==> src/rtl/vec_seq_pkg.sv <==
// Shared types and defaults for the vector element sequencer.
package vec_seq_pkg;

  localparam int MAX_VLEN_DEF = 16;

  typedef enum logic [1:0] {
    IDLE,
    RUN,
    DRAIN,
    DONE
  } state_t;

endpackage

==> src/rtl/vec_idx_counter.sv <==
// Saturating up-counter with synchronous clear. It stops at 'limit' and flags at_limit.
module vec_idx_counter #(
  parameter int WIDTH = 5
) (
  input  logic             clk,
  input  logic             reset,
  input  logic             clear,
  input  logic             en,
  input  logic [WIDTH-1:0] limit,
  output logic [WIDTH-1:0] count,
  output logic             at_limit
);

  assign at_limit = (count == limit);

  // NOTE: state registers use non-blocking assignments so every flop samples pre-edge values.
  always_ff @(posedge clk) begin
    if (reset || clear) begin
      count <= '0;
    end else if (en && !at_limit) begin
      count <= count + WIDTH'(1);
    end
  end

endmodule

==> src/rtl/vec_elem_seq.sv <==
// Issues element indices 0..vlen-1 for one vector instruction under valid/ready,
// counts writebacks and pulses done once every issued element has retired.
module vec_elem_seq
  import vec_seq_pkg::*;
#(
  parameter int MAX_VLEN = MAX_VLEN_DEF,
  parameter int IDX_W    = $clog2(MAX_VLEN),
  parameter int CNT_W    = $clog2(MAX_VLEN + 1)
) (
  input  logic             clk,
  input  logic             reset,
  input  logic             cmd_valid,
  output logic             cmd_ready,
  input  logic [CNT_W-1:0] cmd_vlen,
  output logic             elem_valid,
  input  logic             elem_ready,
  output logic [IDX_W-1:0] elem_idx,
  output logic             elem_last,
  input  logic             wb_valid,
  input  logic             abort,
  output logic             busy,
  output logic             done,
  output logic             err
);

  state_t           state, state_nx;
  logic [CNT_W-1:0] vlen_q, vlen_clamp;
  logic [CNT_W-1:0] issue_cnt, wb_cnt;
  logic             issue_at_lim, wb_at_lim;
  logic             accept, issue_fire, wb_ok, clear_cnt;
  logic [CNT_W:0]   wb_sum;

  assign vlen_clamp = (cmd_vlen > CNT_W'(MAX_VLEN)) ? CNT_W'(MAX_VLEN) : cmd_vlen;
  assign accept     = (state == IDLE) && cmd_valid && !abort;
  assign issue_fire = elem_valid && elem_ready;
  assign clear_cnt  = accept || abort;

  // A writeback is legal only for an element already issued or issued this same cycle.
  assign wb_ok  = wb_valid && ((wb_cnt < issue_cnt) || issue_fire);
  assign wb_sum = {1'b0, wb_cnt} + {{CNT_W{1'b0}}, wb_ok};

  vec_idx_counter #(.WIDTH(CNT_W)) u_issue_cnt (
    .clk      (clk),
    .reset    (reset),
    .clear    (clear_cnt),
    .en       (issue_fire),
    .limit    (vlen_q),
    .count    (issue_cnt),
    .at_limit (issue_at_lim)
  );

  vec_idx_counter #(.WIDTH(CNT_W)) u_wb_cnt (
    .clk      (clk),
    .reset    (reset),
    .clear    (clear_cnt),
    .en       (wb_ok),
    .limit    (vlen_q),
    .count    (wb_cnt),
    .at_limit (wb_at_lim)
  );

  always_ff @(posedge clk) begin
    if (reset) begin
      state  <= IDLE;
      vlen_q <= '0;
      err    <= 1'b0;
    end else begin
      state <= state_nx;
      if (accept) begin
        vlen_q <= vlen_clamp;
      end
      if (wb_valid && !wb_ok) begin
        err <= 1'b1;
      end
    end
  end

  // NOTE: every output of this block gets a default first so no latch is inferred.
  always_comb begin
    state_nx   = state;
    cmd_ready  = 1'b0;
    elem_valid = 1'b0;
    elem_last  = 1'b0;
    done       = 1'b0;
    case (state)
      IDLE: begin
        cmd_ready = 1'b1;
        if (accept) begin
          state_nx = (vlen_clamp == '0) ? DONE : RUN;
        end
      end
      RUN: begin
        elem_valid = !issue_at_lim;
        elem_last  = elem_valid && (issue_cnt == vlen_q - CNT_W'(1));
        if (issue_fire && elem_last) begin
          state_nx = (wb_sum == {1'b0, vlen_q}) ? DONE : DRAIN;
        end
      end
      DRAIN: begin
        // Look at the incoming writeback so done follows the final one by one cycle.
        if (wb_at_lim || (wb_sum == {1'b0, vlen_q})) begin
          state_nx = DONE;
        end
      end
      DONE: begin
        done     = 1'b1;
        state_nx = IDLE;
      end
      default: state_nx = IDLE;
    endcase
    if (abort) begin
      state_nx = IDLE;
    end
  end

  assign busy     = (state != IDLE);
  assign elem_idx = issue_cnt[IDX_W-1:0];

endmodule

==> config.mk <==
export PLATFORM = sky130hd
export DESIGN_NAME = vec_elem_seq
export DESIGN_NICKNAME = d
export VERILOG_FILES = /design/src/rtl/vec_seq_pkg.sv /design/src/rtl/vec_idx_counter.sv /design/src/rtl/vec_elem_seq.sv
export SDC_FILE = /design/constraint.sdc
export NUM_CORES = 1
export LEC_CHECK = 0
export CAP_MARGIN = 25
export CELL_PAD_IN_SITES_DETAIL_PLACEMENT = 0
export CELL_PAD_IN_SITES_GLOBAL_PLACEMENT = 1
export CORE_MARGIN = 2
export CORE_UTILIZATION = 41
export CTS_CLUSTER_SIZE = 16
export DETAILED_ROUTE_END_ITERATION = 8
export PLACE_DENSITY_LB_ADDON = 0.1
export SETUP_SLACK_MARGIN = 0.15
export SYNTH_ARGS = -nofsm -noshare
export SYNTH_HDL_FRONTEND = slang
export SYNTH_HIERARCHICAL = 1
export SYNTH_SLANG_ARGS = --single-unit
==> constraint.sdc <==
create_clock -name clk -period 3.9 [get_ports clk]
set_input_delay 0.78 -clock clk [delete_from_list [all_inputs] [get_ports clk]]
set_output_delay 0.78 -clock clk [all_outputs]
set_load 0.01 [all_outputs]
## Word level (Yosys, flattened, before mapping)

Cells that the tools add are included.

| storage, ports and cells | value |
|---|---|
| register bits | 18 |
| bits of input ports | 11 |
| logic and storage cells | 54 |

| operators by class | value |
|---|---|
| $add $sub $neg | 4 |
| $lt $le $gt $ge | 2 |
| equality and inequality tests | 10 |
| muxes and demuxes | 11 |
| reductions and logical operators | 22 |

Operators with widths:

| kind | count |
|---|---|
| $eq 5x5->1 | 3 |
| $add 5x1->5 const B | 2 |
| $logic_and 1x1->1 | 9 |
| $mux 2 | 4 |
| $pmux 2 s4 | 1 |
| $add 5x1->6 | 1 |
| $eq 6x5->1 | 1 |
| $ne 2x2->1 const B | 3 |
| $gt 5x5->1 const B | 1 |
| $logic_not 5->1 | 1 |
| $lt 5x5->1 | 1 |
| $mux 1 | 5 |
| $mux 5 | 1 |
| $sub 5x1->5 const B | 1 |
| $eq 2x2->1 const B | 2 |
| $logic_not 1->1 | 4 |
| $logic_or 1x1->1 | 4 |
| $reduce_and 3->1 | 1 |
| $eq 2x1->1 const B | 1 |
| $logic_not 2->1 | 1 |
| $reduce_bool 2->1 | 1 |
| $reduce_or 2->1 | 1 |

## Depth between registers and ports, before layout

| logic depth | value |
|---|---|
| word-level depth | 11 |
| gate-level depth with buffers | 15 |
| gate-level depth less buffers | 15 |

## Hierarchy

Netlist, hierarchy kept.

Modules (own cells, without submodules):

| module | times used | cells each | area an instance (um2) | seq. area each (um2) |
|---|---|---|---|---|
| vec_elem_seq | 1 | 102 | 850.8 | 160.2 |
| vec_idx_counter | 2 | 51 | 399.1 | 100.1 |

## Least setup slack after synthesis

No wires, ideal clock.

| timing | value |
|---|---|
| path kind | register to register |
| start point | register u_issue_cnt.count[2] |
| end point | register state[0] |
| arrival | 3211 ps |
| required time | 3788 ps |
| slack | 577 ps |
| stages on the path, launching flop included | 16 |
| buffers on the path | 0 |
| period minus slack after synthesis | 3323 ps |
| cell sequence | dfxtp_1 -> xnor2_1 -> and4_4 -> and2_2 -> nor2b_1 -> nand2_1 -> o21ai_1 -> o21a_1 -> ha_1 -> ha_1 -> nand3_1 -> a21oi_1 -> o22ai_1 -> a2111oi_4 -> a21oi_1 -> a2111oi_1 |

| on the way | value |
|---|---|
| word-level cells in the longest chain between the ends | 11 |

Ends and longest elaborated chain:

| element | line | source |
|---|---|---|
| start: declaration | vec_idx_counter.sv:10 | `output logic [WIDTH-1:0] count,` |
| start signal: assignment | vec_idx_counter.sv:21 | `count <= count + WIDTH'(1);` |
| $eq 5x5->1 (*) | vec_idx_counter.sv:14 | `assign at_limit = (count == limit);` |
| net issue_at_lim | vec_elem_seq.sv:29 | `logic issue_at_lim, wb_at_lim;` |
| $logic_not 1->1 (*) | vec_elem_seq.sv:93 | `elem_valid = !issue_at_lim;` |
| $mux 1 (*) | vec_elem_seq.sv:85 | `case (state)` |
| net elem_valid | vec_elem_seq.sv:15 | `output logic elem_valid,` |
| $logic_and 1x1->1 (*) | vec_elem_seq.sv:35 | `assign issue_fire = elem_valid && elem_ready;` |
| $logic_or 1x1->1 (*) | vec_elem_seq.sv:39 | `assign wb_ok = wb_valid && ((wb_cnt < issue_cnt) \|\| issue_fire);` |
| $logic_and 1x1->1 (*) | vec_elem_seq.sv:39 |  |
| net wb_ok | vec_elem_seq.sv:30 | `logic accept, issue_fire, wb_ok, clear_cnt;` |
| $add 5x1->6 (*) | vec_elem_seq.sv:40 | `assign wb_sum = {1'b0, wb_cnt} + {{CNT_W{1'b0}}, wb_ok};` |
| $eq 6x5->1 (*) | vec_elem_seq.sv:96, vec_elem_seq.sv:101 |  |
| $mux 1 / $logic_or 1x1->1 (equally long branches) | vec_elem_seq.sv:96, vec_elem_seq.sv:101 |  |
| $mux 2 / $ne 2x2->1 (equally long branches) | -- |  |
| $pmux 2 s4 / $reduce_and 3->1 (equally long branches) | -- |  |
| end signal: assignment | vec_elem_seq.sv:68 | `state <= state_nx;` |
| end: declaration | vec_elem_seq.sv:26 | `state_t state, state_nx;` |

Mark *: on every way through the listed nets, which the timed path passes. The rest lies on a longest branch. The select of a mux whose other input is x is not followed.
A chain may end at the register's enable or synchronous reset.

## Worst setup path after layout

| timing | value |
|---|---|
| start point | register u_wb_cnt.count[1] |
| end point | register state[1] |

| on the way | value |
|---|---|
| word-level cells in the longest chain between the ends | 8 |

Ends and longest elaborated chain:

| element | line | source |
|---|---|---|
| start: declaration | vec_idx_counter.sv:10 |  |
| start signal: assignment | vec_idx_counter.sv:21 |  |
| $lt 5x5->1 | vec_elem_seq.sv:39 |  |
| $logic_or 1x1->1 | vec_elem_seq.sv:39 |  |
| $logic_and 1x1->1 | vec_elem_seq.sv:39 |  |
| net wb_ok | vec_elem_seq.sv:30 |  |
| $add 5x1->6 | vec_elem_seq.sv:40 |  |
| $eq 6x5->1 | vec_elem_seq.sv:101 | `if (wb_at_lim \|\| (wb_sum == {1'b0, vlen_q})) begin` |
| $logic_or 1x1->1 | vec_elem_seq.sv:101 |  |
| $ne 2x2->1 (no source line) | -- |  |
| $reduce_and 3->1 (no source line) | -- |  |

The timed path passes the listed nets, and every way through them passes these cells.

==> metrics.txt <==
status=complete, no violations; switching power=139 uW; Area Growth Syn to Fin=20.6%; Iter 0 DRT Violations=101; initial core utilization=41.8%; Switching Share=a little under a third; largest net degree at the start of global routing=13; ANT cells=0; CP required=4.05 ns; simple-gate share of the synthesized area=25.9%; Lkg Pwr=0.722 nW; Seq pwr share=43.5%; GRT overflow=0; Post-Synth XOR/XNOR Area=11.7%; Synth Instances=204; leading register cell type out of synthesis=dfxtp_1; Setup TNS=0 ns; Yosys warning total=6; FF+latch count, synth=18; ANT nets after route=0; DP Wirelength=3.27 mm; CTS tree=done; main combinational cell family by area after synthesis=simple AND/OR/NAND/NOR gates; Setup violations, final=0; clock share of power=31.4%; worst slew pin tran=0.639 ns; Die X=67.4 um; Logic pwr share=25.1%; Setup crit end kind=register; Final Hold Viols=0; die area=about 4500 um^2; DRC=0; syn_area_per_cell=8.08 um^2; fmax=292 MHz; initial antenna violation count=0; CP Data Arrival Time=3.57 ns; ys async rst share=0%; Max clock buf depth=2; multiplexer area fraction after synthesis=3.19%; via count=1645; worst hold path class=reg -> reg; Distinct cells, synth=46; global-route wire length before repair=7.36 mm; vias per cell=5.90; complex-gate fraction of the synthesized area=23.8%; DRT Pass-1 Iters=4; Clock Latency Late Sink=approximately 0.26 ns; CP Class=reg -> reg; number of nets in the layout=between 200 and 300; I/O Buffers=20; Peak VDD IR=0.000107 V; crit path time final=3.43 ns; sequential share of the synthesized area=between 20% and 30%; die height=67.4 um; Rows=23; Max-slew headroom=between 50% and 60%; # IOs=21; Slew Viols, Final=0; P per Cell Area=227 nW/um^2; clk sink count=18; Post-synth EDFFs=0; wire per inst=15.9 um; GP Congestion=0.790; TritonCTS buffer count=3; Final Skew=around 0.0032 ns; Clock Pin Slew Worst Setup and Hold Paths=0.08 ns; core area=3940 um^2; worst-path maximum fanout=8; number of global-route vias before repair=1508; # Max-Cap Violations=0; Pwr Total=between 400 and 500 uW; period utilization=87.8%; Post-Syn Area=1650 um^2; final wirelength=about 4.4 mm; fraction of layout cells with a size suffix above 1=11.8%; Filler cells=376; Int Pwr=between 300 and 400 uW; Syn Nets=228; H-Tree Depth=1; adder-cell area share of the yosys netlist=9.86%; root buffer cell=clkbuf_8; RSZ-0062 raised after global routing=no; critical path launch point type=register; gr usage total=a little over a fifth
-- routing by layer --
metal	up-vias	global-route usage [%]	part of all wire, %	wire length, um
met5	-	0	0	0
met4	0	6.89	1.2	55
met3	5	2.83	4.6	205
met2	49	34.2	46	2030
met1	778	29.8	48	2140
li1	813	-	-	-
-- per-stage QoR --
stage	setup slack (ns)	utilization (%)	cells	hold WS [ns]	area, um^2
4_1_cts	0.338	50.2	279	0.501	1980
2_1_floorplan	0.577	-	204	0.516	1650
3_5_place_dp	0.377	49.2	276	0.484	1940
5_1_grt	0.185	50.5	279	0.510	1990
3_3_place_gp	0.498	49.2	276	0.477	1940
6_report	0.475	50.5	279	0.513	1990
-- cells in the mapped netlist (4+ instances only) --
master / n / share of area, %
o21ai_0: 5 / 1.5
inv_1: 13 / 3.0
nor3b_1: 6 / 2.7
a21oi_1: 8 / 2.4
or3_1: 4 / 1.5
nand2_1: 12 / 2.7
xnor2_1: 19 / 10
nor4_1: 4 / 1.5
a31oi_1: 4 / 1.5
nand3_1: 15 / 4.6
ha_1: 13 / 9.9
nand4_1: 5 / 1.9
dfxtp_1: 18 / 22
nor2_1: 18 / 4.1
-- power by group through the flow --
stage	combinational [mW]	sequential, mW	clock, mW
floorplan	0.0731	0.199	0
CTS	0.113	0.196	0.140
detailed placement	0.112	0.201	0
global placement	0.109	0.201	0
finish	0.114	0.197	0.142
global route	0.124	0.198	0.153
-- cell families (layout without fill, tap and decap cells) --
| family | Yosys count | in the layout |
|---|---|---|
| flops | 18 | 18 |
| compound gates | 50 | 50 |
| fa+ha+maj | 13 | 13 |
| buf+inv | 16 | 41 |
| mux | 5 | 5 |
| xor+xnor | 22 | 22 |
| simple gates | 80 | 80 |
-- cells in the final DEF, fill, tap and decap left out, types with 2 or more instances in the layout --
cell type	Yosys	final
a2111oi_1	2	2
a211o_1	2	2
a21o_1	3	3
a21oi_1	8	8
a221oi_1	2	2
a311o_1	2	2
a31oi_1	4	4
and2_2	2	2
and4_4	2	2
buf_4	0	5
clkbuf_8	0	3
clkdlybuf4s50_1	0	20
dfxtp_1	18	10
dfxtp_2	0	8
ha_1	13	13
inv_1	13	13
mux2_2	2	2
mux2i_1	3	3
nand2_1	12	12
nand2b_1	2	2
nand3_1	15	15
nand4_1	5	5
nor2_1	18	18
nor3_1	3	3
nor3b_1	6	6
nor4_1	4	4
o211a_1	3	3
o211ai_1	2	2
o21ai_0	5	5
o21ba_1	2	2
o22ai_1	2	2
o31ai_1	3	3
or2_2	2	2
or3_1	4	4
or4_1	3	3
xnor2_1	19	19
xor2_1	3	3
-- final timing paths --
check                                       start       end  slack (ns)  cells past startpoint
worst min register to register                err       err        0.51                      1
worst max-delay path            u_wb_cnt/count[1]  state[1]        0.47                     13
worst max register to register  u_wb_cnt/count[1]  state[1]        0.47                     13
worst min-delay path                          err       err        0.51                      1
-- flip-flops by register name, summed over array words and instances (netlist names) --
signal             cells
u_wb_cnt/count         5
u_issue_cnt/count      5
vlen_q                 5
state                  2
err                    1
-- cell type report --
cell class,instances,area [um^2],share of cell area [%]
Multi-Input combinational cell,170,1230,61.8
Tap cell,50,62.6,3.14
Inverter,13,48.8,2.45
Sequential cell,18,370,18.6
Clock buffer,3,41.3,2.08
Timing Repair Buffer,25,238,11.9
-- worst max-delay path: stages, from the launching register on --
cell and delay [ns]:
dfxtp_2 0.42, ha_1 0.26, a21o_1 0.15, a21o_1 0.18, a211oi_1 0.31, o21a_1 0.26, ha_1 0.20, ha_1 0.19
nand3_1 0.10, a21oi_1 0.20, o22ai_1 0.14, a2111oi_4 0.41, a21oi_1 0.11, a2111oi_1 0.37
-- timing repair --
item | CTS | global route
resized for setup | 0 | 8
setup endpoints to repair | 0 | 2
setup buffers | 0 | 0
hold buffers | 0 | 0
No activity file was read; power rests on OpenSTA's default activity.
